File: src/rtl/fan_cmd_pkg.sv
// Shared command codes and ASCII constants for the fan controller command path.
// Also used by the burst sequencer and the LED mapping.
package fan_cmd_pkg;

  localparam int unsigned CMD_W = 3;

  typedef enum logic [CMD_W-1:0] {
    CMD_SPEED0 = 3'd0,
    CMD_SPEED1 = 3'd1,
    CMD_SPEED2 = 3'd2,
    CMD_SPEED3 = 3'd3,
    CMD_LIGHT  = 3'd4,
    CMD_NONE   = 3'd7
  } fan_cmd_e;

  localparam logic [7:0] ASCII_0       = 8'h30;
  localparam logic [7:0] ASCII_1       = 8'h31;
  localparam logic [7:0] ASCII_2       = 8'h32;
  localparam logic [7:0] ASCII_3       = 8'h33;
  localparam logic [7:0] ASCII_L_LOWER = 8'h6C;
  localparam logic [7:0] ASCII_L_UPPER = 8'h4C;

  typedef struct packed {
    logic             hit;
    logic [CMD_W-1:0] code;
  } rx_decode_t;

  // Unknown bytes decode to no hit; the caller ignores them without counting a drop.
  function automatic rx_decode_t decode_rx(input logic [7:0] b);
    rx_decode_t d;
    d.hit  = 1'b1;
    d.code = CMD_NONE;
    unique case (b)
      ASCII_0:                      d.code = CMD_SPEED0;
      ASCII_1:                      d.code = CMD_SPEED1;
      ASCII_2:                      d.code = CMD_SPEED2;
      ASCII_3:                      d.code = CMD_SPEED3;
      ASCII_L_LOWER, ASCII_L_UPPER: d.code = CMD_LIGHT;
      default:                      d.hit  = 1'b0;
    endcase
    return d;
  endfunction

endpackage

File: src/rtl/btn_debounce.sv
// One push-button: two-flop synchronizer, hold-time debouncer, stable level and
// a one-cycle press pulse on each stable released->pressed transition.
module btn_debounce #(
  parameter int unsigned DEBOUNCE_CYCLES = 240000,
  parameter int unsigned CNT_W           = 18
) (
  input  logic clk,
  input  logic reset,
  input  logic btn_n,
  output logic pressed,
  output logic press
);

  localparam logic [CNT_W-1:0] CntMax = CNT_W'(DEBOUNCE_CYCLES - 1);

  logic             r_sync1;
  logic             r_sync2;
  logic             r_stable;
  logic             r_press;
  logic [CNT_W-1:0] r_cnt;

  logic w_level;
  logic w_differs;
  logic w_expire;

  assign w_level   = ~r_sync2;
  assign w_differs = w_level ^ r_stable;
  assign w_expire  = w_differs && (r_cnt == CntMax);

  always_ff @(posedge clk) begin
    if (reset) begin
      r_sync1  <= 1'b1;
      r_sync2  <= 1'b1;
      r_stable <= 1'b0;
      r_press  <= 1'b0;
      r_cnt    <= '0;
    end else begin
      r_sync1 <= btn_n;
      r_sync2 <= r_sync1;
      // Pulse is registered alongside the flip so it lines up with the new stable level.
      r_press <= w_expire & ~r_stable;
      if (w_expire) begin
        r_stable <= ~r_stable;
      end
      if (!w_differs || w_expire) begin
        r_cnt <= '0;
      end else begin
        r_cnt <= r_cnt + 1'b1;
      end
    end
  end

  assign pressed = r_stable;
  assign press   = r_press;

endmodule

File: src/rtl/fan_cmd_frontend.sv
// Merges UART command bytes and four debounced buttons into a single-entry
// valid/ready command slot for the burst sequencer, counting discarded events.
module fan_cmd_frontend
  import fan_cmd_pkg::*;
#(
  parameter int unsigned DEBOUNCE_CYCLES = 240000,
  parameter int unsigned CNT_W           = 18
) (
  input  logic             clk,
  input  logic             reset,
  input  logic             rx_valid,
  input  logic [7:0]       rx_data,
  input  logic [3:0]       btn_n,
  input  logic             cmd_ready,
  output logic             cmd_valid,
  output logic [CMD_W-1:0] cmd,
  output logic [7:0]       drop_count,
  output logic [3:0]       btn_state
);

  logic [3:0]       w_press;
  rx_decode_t       w_rx;
  logic             w_rx_hit;
  logic [2:0]       w_n_events;
  logic             w_win_valid;
  logic [CMD_W-1:0] w_win_code;
  logic             w_slot_free;
  logic             w_load;
  logic             w_drop;

  logic             r_valid;
  logic [CMD_W-1:0] r_cmd;
  logic [7:0]       r_drop_count;

  for (genvar g = 0; g < 4; g++) begin : g_btn
    btn_debounce #(
      .DEBOUNCE_CYCLES(DEBOUNCE_CYCLES),
      .CNT_W          (CNT_W)
    ) u_btn_debounce (
      .clk    (clk),
      .reset  (reset),
      .btn_n  (btn_n[g]),
      .pressed(btn_state[g]),
      .press  (w_press[g])
    );
  end

  assign w_rx     = decode_rx(rx_data);
  assign w_rx_hit = rx_valid & w_rx.hit;

  always_comb begin
    w_n_events = {2'b00, w_rx_hit};
    for (int i = 0; i < 4; i++) begin
      w_n_events = w_n_events + {2'b00, w_press[i]};
    end
  end

  // UART beats buttons; descending scan so the lowest-index button is written last.
  always_comb begin
    w_win_valid = 1'b0;
    w_win_code  = CMD_NONE;
    if (w_rx_hit) begin
      w_win_valid = 1'b1;
      w_win_code  = w_rx.code;
    end else begin
      for (int i = 3; i >= 0; i--) begin
        if (w_press[i]) begin
          w_win_valid = 1'b1;
          w_win_code  = CMD_W'(i);
        end
      end
    end
  end

  assign w_slot_free = ~r_valid | cmd_ready;
  assign w_load      = w_win_valid & w_slot_free;
  assign w_drop      = (w_n_events > 3'd1) | (w_win_valid & ~w_slot_free);

  always_ff @(posedge clk) begin
    if (reset) begin
      r_valid      <= 1'b0;
      r_cmd        <= CMD_NONE;
      r_drop_count <= '0;
    end else begin
      if (w_load) begin
        r_valid <= 1'b1;
        r_cmd   <= w_win_code;
      end else if (r_valid && cmd_ready) begin
        r_valid <= 1'b0;
      end
      if (w_drop && (r_drop_count != 8'hFF)) begin
        r_drop_count <= r_drop_count + 8'd1;
      end
    end
  end

  assign cmd_valid  = r_valid;
  assign cmd        = r_cmd;
  assign drop_count = r_drop_count;

endmodule
File: config.mk
export PLATFORM = sky130hd
export DESIGN_NAME = fan_cmd_frontend
export DESIGN_NICKNAME = d
export VERILOG_FILES = /design/src/rtl/fan_cmd_pkg.sv /design/src/rtl/btn_debounce.sv /design/src/rtl/fan_cmd_frontend.sv
export SDC_FILE = /design/constraint.sdc
export NUM_CORES = 1
export LEC_CHECK = 0
export CAP_MARGIN = 20
export CORE_UTILIZATION = 35
export CTS_CLUSTER_DIAMETER = 40
export DETAILED_ROUTE_END_ITERATION = 12
export HOLD_SLACK_MARGIN = 0.15
export PLACE_DENSITY = 0.57
export SLEW_MARGIN = 15
export SYNTH_ARGS = -nofsm -noshare
export SYNTH_HDL_FRONTEND = slang
export SYNTH_SLANG_ARGS = --single-unit
export TNS_END_PERCENT = 100
File: constraint.sdc
create_clock -name clk -period 11.6 [get_ports clk]
set_clock_uncertainty 0.2 [all_clocks]
set_input_delay 3.48 -clock clk [delete_from_list [all_inputs] [get_ports clk]]
set_output_delay 3.48 -clock clk [all_outputs]
set_load 0.05 [all_outputs]
==> impl_metrics.yaml <==
routing:
  first_pass_iters: 4
  dr_wl_met2_um: 3680
  wl_met1_um: 4150
  wl_per_cell_um: 11.7
  met3_length_um: 212
  drcViolationCount: 0
  first_iter_violations: 109
  ant_nets: 0
  avgViaCountPerCell: 4.68
  drt-total-wl_um: 8130
  top_layer: "met4"
  vias: 3237
die:
  core_area_um2: 12100
  dieArea_um2: 12800
  initial_core_util: 0.360
  row_count: 40
  fp.dieH_um: 113
  fp.dieW_um: 113
  ios: 32
finish:
  seqCellArea_um2: 2000
  drive_above_1_share: 0.0782
  post-route-util: 0.422
  fin_area_um2: 5090
  n_fill_cell: 1208
  fin_cells: 692
  multiInputGateArea_um2: 2220
  diodes: 0
  areaGrowthSynthToFinish_pct: 17.3
  fin_nets: 542
synthesis:
  synth_top_area_frac: 0.461
  syn_inst: 489
  synth.top_cells.by_area: "dfxtp_1 46%, xnor2_1 8.7%, nor2_1 7.8%"
  async_flop_share: 0
  synthFlopType: "dfxtp_1"
  synth_area_leader_cell: "dfxtp_1"
  yosys_register_bits: 100
  synth_fp_nets: 512
  yosysMostFrequentCell: "dfxtp_1"
  ys_warn_count: 0
  syn_area_um2: 4340
  yosys-top-cells-count: "100 x dfxtp_1, 90 x nor2_1, 43 x xnor2_1"
  ys_types: 55
  synth_enable_flop_cells: 0
  synth.avg_cell_area_um2: 8.87
  ys_seq_area_frac: 0.461
global_route:
  grt_pass1_vias: 3160
  grt_antenna_before_repair: 0
  grt_max_degree: 27
  grt_pass1_wl_um: 14200
  track_usage: 0.138
  grt-ovfl-total: 0
clocking:
  clock_sinks: 100
  cts_buffers: 9
  cts_root_buffer: "clkbuf_16"
  path_clk_slew_ps: 60
  post_cts_buffers: 0
  ctsLongestPathBuffers: 2
  hold_buffers: 0
  cts_tree: "built"
  cts_resized: 0
  h-tree-depth: 3
  clk_latency_ps: 340
sta:
  fin_crit_sh: 0.590
  final_max_slew_viol_count: 0
  holdWs_ps: 210
  worst_slew_pin_slew_ps: 610
  fin_ws_ps: 4760
  rsz0062_at_grt: "false"
  slew_headroom: 0.592
  max_freq_mhz: 146
  setup_tns_ps: 0
  finalHoldViolations: 0
  finalSetupViolCount: 0
  min_period_ps: 6840
critical_path:
  cp.arrival_ps: 6870
  worst_setup_path_start_kind: "input port"
  worstPathCellList: "clkdlybuf4s50_1 > or4b_4 > or2_0 > nand2_1 > fa_1 > ha_1 > a211oi_1 > o211ai_2 > o21ai_2 > mux2i_1 > nor2_1"
  critPathKind: "input port to flip-flop"
  critPathRequiredTime_ps: 11620
  ff2ff_path_depth: 7
  crit_path_end: "drop_count[1]"
  slowest_delay_ps: 560
  r2r_end: "drop_count[1]"
  end_kind: "flip-flop"
  cp-startpoint: "rx_data[3]"
  critPathSlowestCell: "or4b_4"
  ff2ff_setup_slack_ps: 8940
  crit_fanout: 12
  rr_startpoint: "g_btn[0].u_btn_debounce.press"
placed_design:
  dp_cells: 676
  hpwl_um: 5690
  dp_slack_ps: 4370
  place_area_um2: 4790
  gp_congestion: 0.778
  numPortBuffers: 31
min_path:
  min_path_type: "flip-flop to flip-flop"
power_and_ir_drop:
  clkPwrFrac: 0.452
  switchingPower_mw: 0.132
  pwr-share-comb: 0.021
  p_int_mw: 0.525
  power_density_nw_per_um2: 129
  netSwitchingFraction: 0.201
  vdd_drop_max_v: 0.0000506
  power_mw: 0.657
  pwr-share-seq: 0.527
  p_leak_nw: 1.70
outcome:
  status: "finished clean"
flow_run:
  maxCapViolations: 0
==> flip-flops by register name, summed over array words and instances (netlist names) <==
| register | count |
|---|---|
| cmd | 3 |
| cmd_valid | 1 |
| drop_count | 8 |
| g_btn.u_btn_debounce.press | 4 |
| g_btn.u_btn_debounce.pressed | 4 |
| g_btn.u_btn_debounce.r_cnt | 72 |
| g_btn.u_btn_debounce.r_sync1 | 4 |
| g_btn.u_btn_debounce.r_sync2 | 4 |
==> worst max-delay path, delay by kind of cell <==
kind / cells / cell delay (ps)
AO/OA/AOI/OAI: 3 / 940
buffers and inverters: 1 / 430
multiplexers: 1 / 230
AND/OR/NAND/NOR: 4 / 1070
adder cells (fa/ha/maj): 2 / 720
==> power by group through the flow <==
| stage | Combinational [mW] | Clock (mW) | Sequential (mW) |
|---|---|---|---|
| 6_report | 0.0141 | 0.297 | 0.346 |
| 5_1_grt | 0.0155 | 0.319 | 0.346 |
| 4_1_cts | 0.0143 | 0.306 | 0.346 |
| 3_5_place_dp | 0.0143 | 0 | 0.354 |
| 3_3_place_gp | 0.0139 | 0 | 0.354 |
| 2_1_floorplan | 0.00632 | 0 | 0.354 |
==> area by class of cell <==
class / instances / share of cell area
inverter: 11 / 0.00811
clock inverter: 4 / 0.00959
tap: 168 / 0.0413
multi-input combinational: 365 / 0.437
timing repair buffer: 32 / 0.0624
sequential: 100 / 0.393
clock buffer: 12 / 0.0484
==> kinds of logic (layout without fill, tap and decap cells) <==
family	count (synthesis)	count (layout)	share of synthesized area
mux	2	2	0.00461
buf+inv	24	59	0.0262
simple gates	259	259	0.301
fa+ha+maj	7	7	0.0219
flops	100	100	0.461
compound gates	29	29	0.0473
xor+xnor	68	68	0.137
==> worst min-delay path by stage <==
stage / end / from / slack (ps) / cells past startpoint
floorplan: g_btn[0].u_btn_debounce.r_sync2 / g_btn[0].u_btn_debounce.r_sync1 / 190 / 1
global placement: g_btn[2].u_btn_debounce.r_sync2 / g_btn[2].u_btn_debounce.r_sync1 / 190 / 1
detailed placement: g_btn[1].u_btn_debounce.r_sync2 / g_btn[1].u_btn_debounce.r_sync1 / 200 / 1
CTS: g_btn[1].u_btn_debounce.r_sync2 / g_btn[1].u_btn_debounce.r_sync1 / 210 / 1
global route: g_btn[2].u_btn_debounce.r_sync2 / g_btn[2].u_btn_debounce.r_sync1 / 220 / 1
finish: g_btn[1].u_btn_debounce.r_sync2 / g_btn[1].u_btn_debounce.r_sync1 / 210 / 1
==> metal layers <==
layer / vias to the layer above / track usage
met5: - / 0
met4: 0 / 0.0614
met3: 4 / 0.0343
met2: 35 / 0.218
met1: 1472 / 0.177
li1: 1726 / -
==> cells in the final DEF, fill, tap and decap left out, drive strengths merged, types with 2 or more instances in the layout <==
cell and instances:
nor4 9, or2 15, nor3 11, mux2i 2, nand4 14, and3 20, clkbuf 12, nand2 39
a211oi 2, a21oi 9, clkinv 4, o211ai 3, ha 6, and4bb 2, nand3 30, o21a 2
nor3b 3, clkdlybuf4s50 31, and2 4, nor2 90, nor2b 3, inv 10, xor2 25, or3 3
dfxtp 100, xnor2 43, and4 7, o21ai 4
No activity file was read; power rests on OpenSTA's default activity.
